--- src/rtl/ti_lut_pipe.sv ---
// ti_lut_pipe: registered threshold-implementation component-function lookup.
// OUT_W coordinate functions of one IN_W-bit share-set word come from the packed
// TABLE parameter (bit j of f(i) is TABLE[j*2**IN_W + i]). Results leave only
// from flops, through a valid/ready handshake backed by a 2-entry skid buffer,
// so the block acts as the glitch barrier between shared S-box stages.
// Optional build macro TI_LUT_LOAD_EN: the table becomes a run-time writable
// register array (cfg_we/cfg_addr/cfg_data), initialised from TABLE on reset.
module ti_lut_pipe #(
  parameter int IN_W = 8,
  parameter int OUT_W = 4,
  parameter logic [(OUT_W<<IN_W)-1:0] TABLE = '0
) (
  input  logic             clk,
  input  logic             rst,
  input  logic [IN_W-1:0]  in_data,
  input  logic             in_valid,
  output logic             in_ready,
  output logic [OUT_W-1:0] out_data,
  output logic             out_valid,
  input  logic             out_ready,
  output logic [1:0]       busy_cnt
`ifdef TI_LUT_LOAD_EN
  ,
  input  logic             cfg_we,
  input  logic [IN_W-1:0]  cfg_addr,
  input  logic [OUT_W-1:0] cfg_data
`endif
);

  localparam int Depth = 1 << IN_W;

  typedef enum logic [1:0] {
    StEmpty = 2'd0,
    StOne   = 2'd1,
    StTwo   = 2'd2
  } state_e;

  state_e           state_q;
  logic [OUT_W-1:0] out_data_q;
  logic [OUT_W-1:0] skid_q;
  logic             out_valid_q;

  // Constant table image, regrouped as one OUT_W-bit word per input value.
  logic [OUT_W-1:0] lut_init [Depth];
  logic [OUT_W-1:0] lut_out;

  for (genvar i = 0; i < Depth; i++) begin : g_row
    for (genvar j = 0; j < OUT_W; j++) begin : g_col
      assign lut_init[i][j] = TABLE[j*Depth + i];
    end
  end

`ifdef TI_LUT_LOAD_EN
  logic [OUT_W-1:0] lut_q [Depth];

  for (genvar i = 0; i < Depth; i++) begin : g_entry
    // Table entry: reloaded from TABLE on reset, otherwise written by cfg port.
    always_ff @(posedge clk) begin
      if (rst) begin
        lut_q[i] <= lut_init[i];
      end else if (cfg_we && (cfg_addr == IN_W'(i))) begin
        lut_q[i] <= cfg_data;
      end
    end
  end

  // Reads the pre-edge array, so a same-cycle write is seen only afterwards.
  assign lut_out = lut_q[in_data];
`else
  assign lut_out = lut_init[in_data];
`endif

  logic accept;
  logic emit;

  // Ready comes from state only (plus reset), never from out_ready.
  assign in_ready  = ~rst & (state_q != StTwo);
  assign accept    = in_valid & in_ready;
  assign emit      = out_valid_q & out_ready;
  assign out_data  = out_data_q;
  assign out_valid = out_valid_q;
  assign busy_cnt  = state_q;

  // Skid-buffer FSM; the lookup result is only ever captured into flops.
  always_ff @(posedge clk) begin
    if (rst) begin
      state_q     <= StEmpty;
      out_data_q  <= '0;
      skid_q      <= '0;
      out_valid_q <= 1'b0;
    end else begin
      unique case (state_q)
        StEmpty: begin
          if (accept) begin
            out_data_q  <= lut_out;
            out_valid_q <= 1'b1;
            state_q     <= StOne;
          end
        end
        StOne: begin
          if (accept && emit) begin
            out_data_q <= lut_out;
          end else if (accept) begin
            skid_q  <= lut_out;
            state_q <= StTwo;
          end else if (emit) begin
            // out_data keeps its last value; consumers gate on out_valid.
            out_valid_q <= 1'b0;
            state_q     <= StEmpty;
          end
        end
        StTwo: begin
          if (emit) begin
            out_data_q <= skid_q;
            state_q    <= StOne;
          end
        end
        default: begin
          state_q     <= StEmpty;
          out_valid_q <= 1'b0;
        end
      endcase
    end
  end

endmodule

--- config.mk ---
export PLATFORM = sky130hd
export DESIGN_NAME = ti_lut_pipe
export DESIGN_NICKNAME = d
export VERILOG_FILES = /design/src/rtl/ti_lut_pipe.sv
export SDC_FILE = /design/constraint.sdc
export NUM_CORES = 1
export LEC_CHECK = 0
export BUFFER_PORTS_ARGS = -buffer_cell sky130_fd_sc_hd__buf_4
export CORE_AREA = 10 10 47 49
export CTS_CLUSTER_DIAMETER = 30
export DETAILED_ROUTE_END_ITERATION = 8
export DIE_AREA = 0 0 57 59
export PLACE_DENSITY = 0.41
export SKIP_CTS_REPAIR_TIMING = 1
export SYNTH_ARGS = -nofsm -noshare
export SYNTH_HDL_FRONTEND = slang
export SYNTH_SLANG_ARGS = --single-unit
--- constraint.sdc ---
create_clock -name clk -period 1.9 [get_ports clk]
set_input_delay 0.285 -clock clk [delete_from_list [all_inputs] [get_ports clk]]
set_output_delay 0.285 -clock clk [all_outputs]
set_load 0.05 [all_outputs]
==> results of run 1 <==
flip-flops by register name, summed over array words and instances, names as in the netlist:
signal and cells:
busy_cnt 2, out_valid 1
power groups by stage:
stage / clock network (uW) / logic, uW / registers (uW)
global route: 127 / 102 / 82.3
CTS: 116 / 96.3 / 80.9
detailed placement: 0 / 96.2 / 81.8
floorplan: 0 / 55.1 / 103
finish: 109 / 95.4 / 80.8
global placement: 0 / 96.6 / 82.2
layer usage:
| metal | GRT usage | routed length, um | share of wire |
|---|---|---|---|
| met1 | 0.03314 | 229 | 0.46 |
| met2 | 0.04031 | 210 | 0.42 |
| met3 | 0.02575 | 57 | 0.11 |
| met4 | 0.04027 | 0 | 0 |
| met5 | 0 | 0 | 0 |
through the flow:
| step | utilization | total power (uW) | hold WS [ps] |
|---|---|---|---|
| after global placement | 0.1902 | 178.8 | 494.5 |
| after global routing | 0.2089 | 312.0 | 245.8 |
| after detailed placement | 0.1902 | 178.0 | 495.8 |
| final | 0.2089 | 285.7 | 256.7 |
| after floorplan | - | 158.3 | 349.6 |
| after CTS | 0.2089 | 293.7 | 248.7 |
cells in the mapped netlist:
cell type,n
a211oi_2,1
and2b_1,1
nor2_1,2
nand2b_1,1
dfxtp_1,3
nand3b_1,1
o21bai_1,1
or2_2,1
nor2b_2,1
nand2_1,1
a21oi_1,3
nor2b_1,1
nor2b_4,1
conb_1,1
buf_4,4
o32ai_2,1
logic make-up after synthesis:
family | Yosys count | synth area share
flops | 3 | 0.2824
buf+inv | 4 | 0.1412
compound gates | 6 | 0.2412
other cells | 1 | 0.01763
simple gates | 10 | 0.3177
cell type report:
| class | count | area (um^2) |
|---|---|---|
| clock buffer | 4 | 26.28 |
| fill | 173 | 1109 |
| multi-input combinational | 20 | 133.9 |
| sequential | 3 | 60.06 |
| tap | 16 | 20.02 |
| timing repair buffer | 7 | 52.55 |
worst max-delay path: cells and delay by family, from the launching register on:
kind | cells | cell delay, ps
DFF | 1 | 450
buffers and inverters | 1 | 210
and+or+nand+nor | 2 | 170
final timing paths:
| path | from | endpoint | cells after the start |
|---|---|---|---|
| setup / recovery | busy_cnt[0] | in_ready | 3 |
| hold / removal | rst | busy_cnt[1] | 2 |
| setup reg to reg | busy_cnt[0] | busy_cnt[0] | 3 |
| hold reg to reg | out_valid | busy_cnt[1] | 1 |
==> metrics.md, run 1 <==
| Metric | Value |
|---|---|
| Status | `completed` |
| DR vias | `around 170` |
| Worst min path class | `in -> reg` |
| Diodes inserted | `0` |
| GRT Util Overall | `0.03366` |
| CP Class | `reg -> out` |
| Post-Syn Area | `212.7 um^2` |
| Area growth syn-to-layout | `37.65%` |
| Row count | `14` |
| Worst setup EP type | `output pin` |
| Internal | `179.3 uW` |
| Seq/Total Area, Yosys | `0.2824` |
| Power Dens Cells | `around 980 mW/mm^2` |
| CP peak stage delay | `450 ps` |
| DR DRC count | `0` |
| Vias per cell | `3.460` |
| Drt first-iter violations | `2` |
| Setup violators final | `0` |
| Post-DRT Antenna Nets | `0` |
| Post-Route WL | `497 um` |
| Initial core utilization | `0.1518` |
| Setup slack at placement | `roughly 800 ps` |
| Min Clock Period, post-route | `between 1000 and 1500 ps` |
| Die area | `0.003363 mm^2` |
| Setup Skew | `about 1.1 ps` |
| Sw Ratio | `0.3725` |
| Setup crit start kind | `register` |
| CTS Buffer Depth | `2` |
| Clock Pin Slew Worst Setup and Hold Paths | `approximately 40 ps` |
| Tcrit/Tclk final | `0.7054` |
| Initial antenna violation count | `0` |
| Routability congestion estimate from global placement | `0.5817` |
| Max-slew violations | `0` |
| Die W | `~57 um` |
| Post-DP Area | `about 270 um^2` |
| FF-to-FF setup slack | `approximately 960 ps` |
| Most frequent cells in the layout | `7 x buf_4, 4 x conb_1, 3 x a21oi_1, 3 x dfxtp_1, 3 x clkbuf_4` |
| Worst vdd ir | `274.5 uV` |
| Critical-path cell list | `nor2b_4 -> nor2_1 -> buf_4` |
| Leak pwr | `0.0001274 uW` |
| Placed cells | `46` |
| Finished Cell Area | `292.8 um^2` |
| Die Span Y | `59 um` |
| Synthesis Warnings | `0` |
| DR WL/cell | `9.940 um` |
| Port Buf Inserts | `7` |
| CTS buffer count | `3` |
| Final hold violations | `0` |
| Total core area | `0.001401 mm^2` |
| First-pass GRT wire length | `roughly 800 um` |
| Net Switching | `106.4 uW` |
| Most common cell after layout, fill and taps aside | `buf_4` |
| Setup_tns | `0 ps` |
| Clock latency on the worst-skew pair | `~230 ps` |
| CP max FO | `6` |
| Drt pass-1 iters | `2` |
| Clock Root Buffer | `clkbuf_4` |
| Max-Cap Viols | `0` |
| Crit path DAT | `1060 ps` |
| Top post-synthesis cells by area | `dfxtp_1 28%, buf_4 14%, o32ai_2 7.6%, a21oi_1 7.1%, nor2b_4 6.5%` |
| Largest net degree at the start of global routing | `7` |
| Synth cell types | `16` |
| TritonCTS clock tree | `built` |
| Fmax | `0.7461 GHz` |
| Worst Path Required | `1620 ps` |
| Flop pwr share | `0.283` |
| Clk sinks | `3` |
| Cells after Synth | `24` |
| Hpwl dp | `414.4 um` |
| Slowest stage cell, crit path | `dfxtp_1` |
| Unrepaired setup endpoints after global routing | `false` |
| Post-synth top area cell | `dfxtp_1` |
| Global route overflow | `0` |
| Share of cells above drive strength 1 | `0.4412` |
| Area share of the largest cell type after synthesis | `0.2824` |
| Comb pwr share | `0.334` |
| Fin cells | `50` |
| Layout Nets | `47` |
| Number of synthesized register bits | `3` |
| H-tree levels | `1` |
| Clk pwr share | `0.383` |
| Mean post-synth cell area | `8.863 um^2` |
| Top Ports | `20` |
| Vias in the first global route | `184` |
| Final worst slack | `around 560 ps` |
Note: power is estimated with default switching activity, not from simulation.
==> run 2: changes to the inputs <==
--- a/config.mk
+++ b/config.mk
@@ -5,12 +5,13 @@
 export SDC_FILE = /design/constraint.sdc
 export NUM_CORES = 1
 export LEC_CHECK = 0
+export ABC_AREA = 1
 export BUFFER_PORTS_ARGS = -buffer_cell sky130_fd_sc_hd__buf_4
 export CORE_AREA = 10 10 47 49
 export CTS_CLUSTER_DIAMETER = 30
 export DETAILED_ROUTE_END_ITERATION = 8
 export DIE_AREA = 0 0 57 59
-export PLACE_DENSITY = 0.41
+export PLACE_DENSITY = 0.42
 export SKIP_CTS_REPAIR_TIMING = 1
 export SYNTH_ARGS = -nofsm -noshare
 export SYNTH_HDL_FRONTEND = slang
==> constraint.sdc (replaced) <==
create_clock -name clk -period 1.4 [get_ports clk]
set_input_delay 0.21 -clock clk [delete_from_list [all_inputs] [get_ports clk]]
set_output_delay 0.21 -clock clk [all_outputs]
set_load 0.05 [all_outputs]
==> metrics.md, run 2 <==
| Metric | Value |
|---|---|
| Routability congestion estimate from global placement | `about 0.67` |
| Setup Skew | `between 0.5 and 0.6 ps` |
| DR DRC count | `0` |
| Slowest stage cell, crit path | `dfxtp_2` |
| Clock latency on the worst-skew pair | `230 ps` |
| Crit path DAT | `1080 ps` |
| Mean post-synth cell area | `6.843 um^2` |
| DR vias | `roughly 220` |
| Clk sinks | `3` |
| Sum of buffers and inverters on the critical path | `3` |
| Clock Pin Slew Worst Setup and Hold Paths | `about 30 ps` |
| GRT Util Overall | `0.03488` |
| Share of cells above drive strength 1 | `0.3571` |
| Vias per cell | `between 3 and 4` |
| Die area | `approximately 0.0034 mm^2` |
| Synth cell types | `16` |
| Worst setup EP type | `output pin` |
| Fin cells | `58` |
| Max-slew violations | `0` |
| Diodes inserted | `0` |
| Drt pass-1 iters | `1` |
| First-pass GRT wire length | `approximately 860 um` |
| Number of synthesized register bits | `3` |
| DR WL/cell | `9.086 um` |
| Top Ports | `20` |
| Worst min path class | `in -> reg` |
| Comb pwr share | `0.320` |
| CTS Buffer Depth | `2` |
| Setup_tns | `0 ps` |
| Top post-synthesis cells by area | `dfxtp_1 27%, buf_4 14%, a21oi_1 6.9%, inv_1 6.9%, nand2_1 6.9%` |
| Post-synth top area cell | `dfxtp_1` |
| Clk pwr share | `0.403` |
| Hold_ws | `~200 ps` |
| Largest net degree at the start of global routing | `6` |
| Initial antenna violation count | `0` |
| Post-Route WL | `527 um` |
| Fmax | `between 0.7 and 0.8 GHz` |
| Worst vdd ir | `roughly 340 uV` |
| Unrepaired setup endpoints after global routing | `false` |
| Area share of the largest cell type after synthesis | `0.2743` |
| Max-Cap Viols | `0` |
| Setup violators final | `0` |
| Worst flop-to-flop path startpoint | `busy_cnt[0]` |
| TritonCTS clock tree | `built` |
| CP peak stage delay | `350 ps` |
| Post-DRT Antenna Nets | `0` |
| Setup crit start kind | `register` |
| Flop pwr share | `0.277` |
| Grt peak-use layer | `met2` |
| CP max FO | `5` |
| Port Buf Inserts | `7` |
| Hpwl dp | `approximately 470 um` |
| Tcrit/Tclk final | `0.9206` |
| Clock Root Buffer | `clkbuf_4` |
| CTS buffer count | `3` |
| Most common cell after layout, fill and taps aside | `buf_4` |
| Ys async rst share | `0` |
| Area of the multi-input gates | `121.4 um^2` |
| Die W | `between 50 and 60 um` |
| Power Dens Cells | `1182 mW/mm^2` |
| Worst Path Required | `1190 ps` |
| FF+latch area | `approximately 60 um^2` |
| Placed cells | `54` |
| Critical-path cell list | `inv_1 -> nand2_2 -> inv_1 -> nor2_4 -> buf_6` |
| Drt first-iter violations | `0` |
| Row count | `14` |
| Final hold violations | `0` |
| Post-synth EDFFs | `0` |
| CP Class | `reg -> out` |
| Met1 Usage GRT | `0.02471` |
| Crit. Startpoint | `busy_cnt[0]` |
| Global Route met2 Usage | `0.05581` |
| Hold_sp | `rst` |
| Layout Nets | `55` |
| Area growth syn-to-layout | `38.86%` |
| Total Power | `359.5 uW` |
| Prevailing post-synth register cell | `dfxtp_1` |
| Synthesis Warnings | `0` |
| Leak pwr | `0.0001490 uW` |
| Net Switching | `127.7 uW` |
| # fillers | `171` |
| Cell family with most CP delay | `flip-flops` |
| Die Span Y | `59 um` |
| Initial core utilization | `0.1563` |
| Internal | `~230 uW` |
| Sw Ratio | `0.3554` |
| Post-synth top cells | `4 x buf_4, 4 x inv_1, 4 x nand2_1` |
| Status | `completed` |
| Vias in the first global route | `216` |
| Min Clock Period, post-route | `1289 ps` |
| Max FFs per register | `2` |
| Cells after Synth | `32` |
| CP dominant cell by count | `inv_1` |
| Global route overflow | `0` |
| Most frequent cells in the layout | `6 x buf_4, 4 x inv_1, 4 x nand2_1, 4 x conb_1` |
| Total core area | `approximately 0.0014 mm^2` |
| H-tree levels | `1` |
| Post-Syn Area | `219.0 um^2` |
| Seq/Total Area, Yosys | `0.2743` |
| Met3 Use GR | `0.02575` |
-- run 2: power groups by stage --
stage	registers (uW)	logic, uW	clock network (uW)
CTS	99.5	114	153
global placement	101	115	0
floorplan	123	71.1	0
finish	99.5	115	145
detailed placement	101	114	0
global route	101	123	170
-- run 2: area by class of cell --
cell class,instances,area share
tap,16,0.06584
sequential,3,0.2016
inverter,5,0.06173
clock buffer,4,0.08642
multi-input combinational,23,0.3992
timing repair buffer,7,0.1852
-- run 2: kinds of logic (layout without fill, tap and decap cells) --
group           after synthesis  count (layout)  synth area share
compound gates                5               5            0.1371
other cells                   1               4           0.01713
flops                         3               3            0.2743
buf+inv                       9              16            0.2228
simple gates                 14              14            0.3486
-- run 2: layer usage --
layer | routed length, um | up-vias
met3 | 20 | 0
met5 | 0 | -
met4 | 0 | 0
met1 | 177 | 100
met2 | 328 | 4
li1 | - | 114
-- run 2: path summary, 6_finish.rpt --
path	depth (start not counted)	slack (ps)	end
setup / recovery	5	110	in_ready
hold / removal	2	200	out_valid
setup reg to reg	7	400	out_valid
hold reg to reg	2	480	out_valid
-- run 2: per-stage QoR --
step,setup slack (ps),utilization,instance area [um^2]
floorplan,31.22,-,231.5
global placement,316.0,0.1955,274.0
detailed placement,330.4,0.1955,274.0
CTS,77.86,0.2143,300.3
global route,14.55,0.2170,304.0
finish,111.1,0.2170,304.0
==> run 3: changes to the inputs <==
--- a/config.mk
+++ b/config.mk
@@ -12,6 +12,7 @@
 export DETAILED_ROUTE_END_ITERATION = 8
 export DIE_AREA = 0 0 57 59
 export PLACE_DENSITY = 0.42
+export RECOVER_POWER = 100
 export SKIP_CTS_REPAIR_TIMING = 1
 export SYNTH_ARGS = -nofsm -noshare
 export SYNTH_HDL_FRONTEND = slang
==> constraint.sdc (replaced) <==
create_clock -name clk -period 1.2 [get_ports clk]
set_input_delay 0.18 -clock clk [delete_from_list [all_inputs] [get_ports clk]]
set_output_delay 0.18 -clock clk [all_outputs]
set_load 0.05 [all_outputs]
==> metrics.md, run 3 (same netlist as run 2, synthesis figures left out) <==
| Metric | Value |
|---|---|
| Status | `completed` |
| Unrepaired setup endpoints after global routing | `true` |
| Leak pwr | `0.0001753 uW` |
| Die Span Y | `59 um` |
| Routability congestion estimate from global placement | `0.7066` |
| Top Ports | `20` |
| CP Class | `reg -> out` |
| Vias per cell | `4.032` |
| Largest net degree at the start of global routing | `6` |
| Hold Path End | `out_valid` |
| Fin cells | `63` |
| Initial core utilization | `0.1563` |
| DR WL/cell | `10.17 um` |
| First-pass GRT wire length | `1.048 mm` |
| Global Route met2 Usage | `0.04651` |
| Layout Nets | `60` |
| Global route overflow | `0` |
| Diodes inserted | `0` |
| Min Clock Period, post-route | `about 1200 ps` |
| CP max FO | `4` |
| Die area | `0.003363 mm^2` |
| CTS Buffer Depth | `2` |
| Setup crit start kind | `register` |
| Core Util, Final | `0.2554` |
| Max-Cap Viols | `0` |
| GRT Util Overall | `0.04231` |
| Worst flop-to-flop path startpoint | `busy_cnt[0]` |
| Post-Route WL | `641 um` |
| H-tree levels | `1` |
| Hold_sp | `rst` |
| Clock Pin Slew Worst Setup and Hold Paths | `around 40 ps` |
| R2r endpoint | `out_valid` |
| Post-DRT Antenna Nets | `0` |
| CTS buffer count | `3` |
| Met1 Usage GRT | `0.04265` |
| DR vias | `254` |
| Drt pass-1 iters | `2` |
| Clock Root Buffer | `clkbuf_4` |
| DR DRC count | `0` |
| Final hold violations | `0` |
| Vias in the first global route | `248` |
| Max FFs per register | `2` |
| Most frequent cells in the layout | `10 x buf_4, 4 x nand2_1, 4 x conb_1` |
| Clk sinks | `3` |
| Row count | `14` |
| Most common cell after layout, fill and taps aside | `buf_4` |
| TritonCTS clock tree | `built` |
| Max-slew violations | `0` |
| Crit path DAT | `1000 ps` |
| Worst Path Required | `slightly above 1000 ps` |
| Tcrit/Tclk final | `0.9794` |
| Die W | `57 um` |
| Total core area | `0.001401 mm^2` |
| Reg2reg path depth | `8` |
| # fillers | `approximately 170` |
| Setup Skew | `3.960 ps` |
| Initial antenna violation count | `0` |
| Fmax | `0.8508 GHz` |
| Port Buf Inserts | `7` |
| Clock latency on the worst-skew pair | `240 ps` |
| Drt first-iter violations | `3` |
| Share of cells above drive strength 1 | `0.5106` |
| Setup violators final | `0` |
| Hpwl dp | `463.8 um` |
| Hold_ws | `~140 ps` |
| FF-to-FF setup slack | `140 ps` |
| Area growth syn-to-layout | `63.43%` |
| Met3 Use GR | `0.04292` |
| Placed cells | `54` |
| Worst min path class | `in -> reg` |
| Worst vdd ir | `459.9 uV` |
| Grt peak-use layer | `met2` |
| Power Dens Cells | `1280 mW/mm^2` |
| Worst setup EP type | `output pin` |
| WHS Path Cells | `2` |
==> run 3: worst max path at each step <==
stage,from,end,slack [ps]
2_1_floorplan,busy_cnt[0],out_valid,-30
3_3_place_gp,busy_cnt[0],in_ready,170
4_1_cts,busy_cnt[0],in_ready,-90
5_1_grt,busy_cnt[0],in_ready,-20
3_5_place_dp,busy_cnt[0],in_ready,180
6_report,busy_cnt[0],in_ready,20
==> run 3: worst max-delay path, stage by stage (launching register included) <==
cell	delay [ps]
dfxtp_4	360
inv_4	40
nand2_4	70
inv_4	40
nor2_4	90
buf_8	150
==> run 3: area by class of cell <==
class                      instances  area, um^2  area share
timing repair buffer              12       95.09      0.2657
multi-input combinational         23       126.4      0.3531
sequential                         3       66.31      0.1853
inverter                           5       23.77     0.06643
clock buffer                       4       26.28     0.07343
tap                               16       20.02     0.05594
==> run 3: routing by layer <==
metal	up-vias	wire [um]
met4	0	23
li1	125	-
met5	-	0
met2	13	258
met1	114	283
met3	2	75
==> run 3: power by group <==
group          leakage (uW)  internal [uW]  switching, uW  total [uW]
sequential        0.0000261            109           8.96         118
combinational      0.000134           52.3            105         157
clock             0.0000150            125           57.9         183
total              0.000175            286            171         458
==> run 3: stage by stage <==
stage               area, um^2  setup TNS (ps)  power, uW  setup WS (ps)
global route             357.8          -20.31      489.6         -20.31
floorplan                236.5          -28.97      227.2         -28.97
global placement         279.0               0      252.7          173.6
CTS                      305.3          -86.58      443.6         -86.58
detailed placement       279.0               0      252.0          176.9
finish                   357.8               0      457.9          24.69
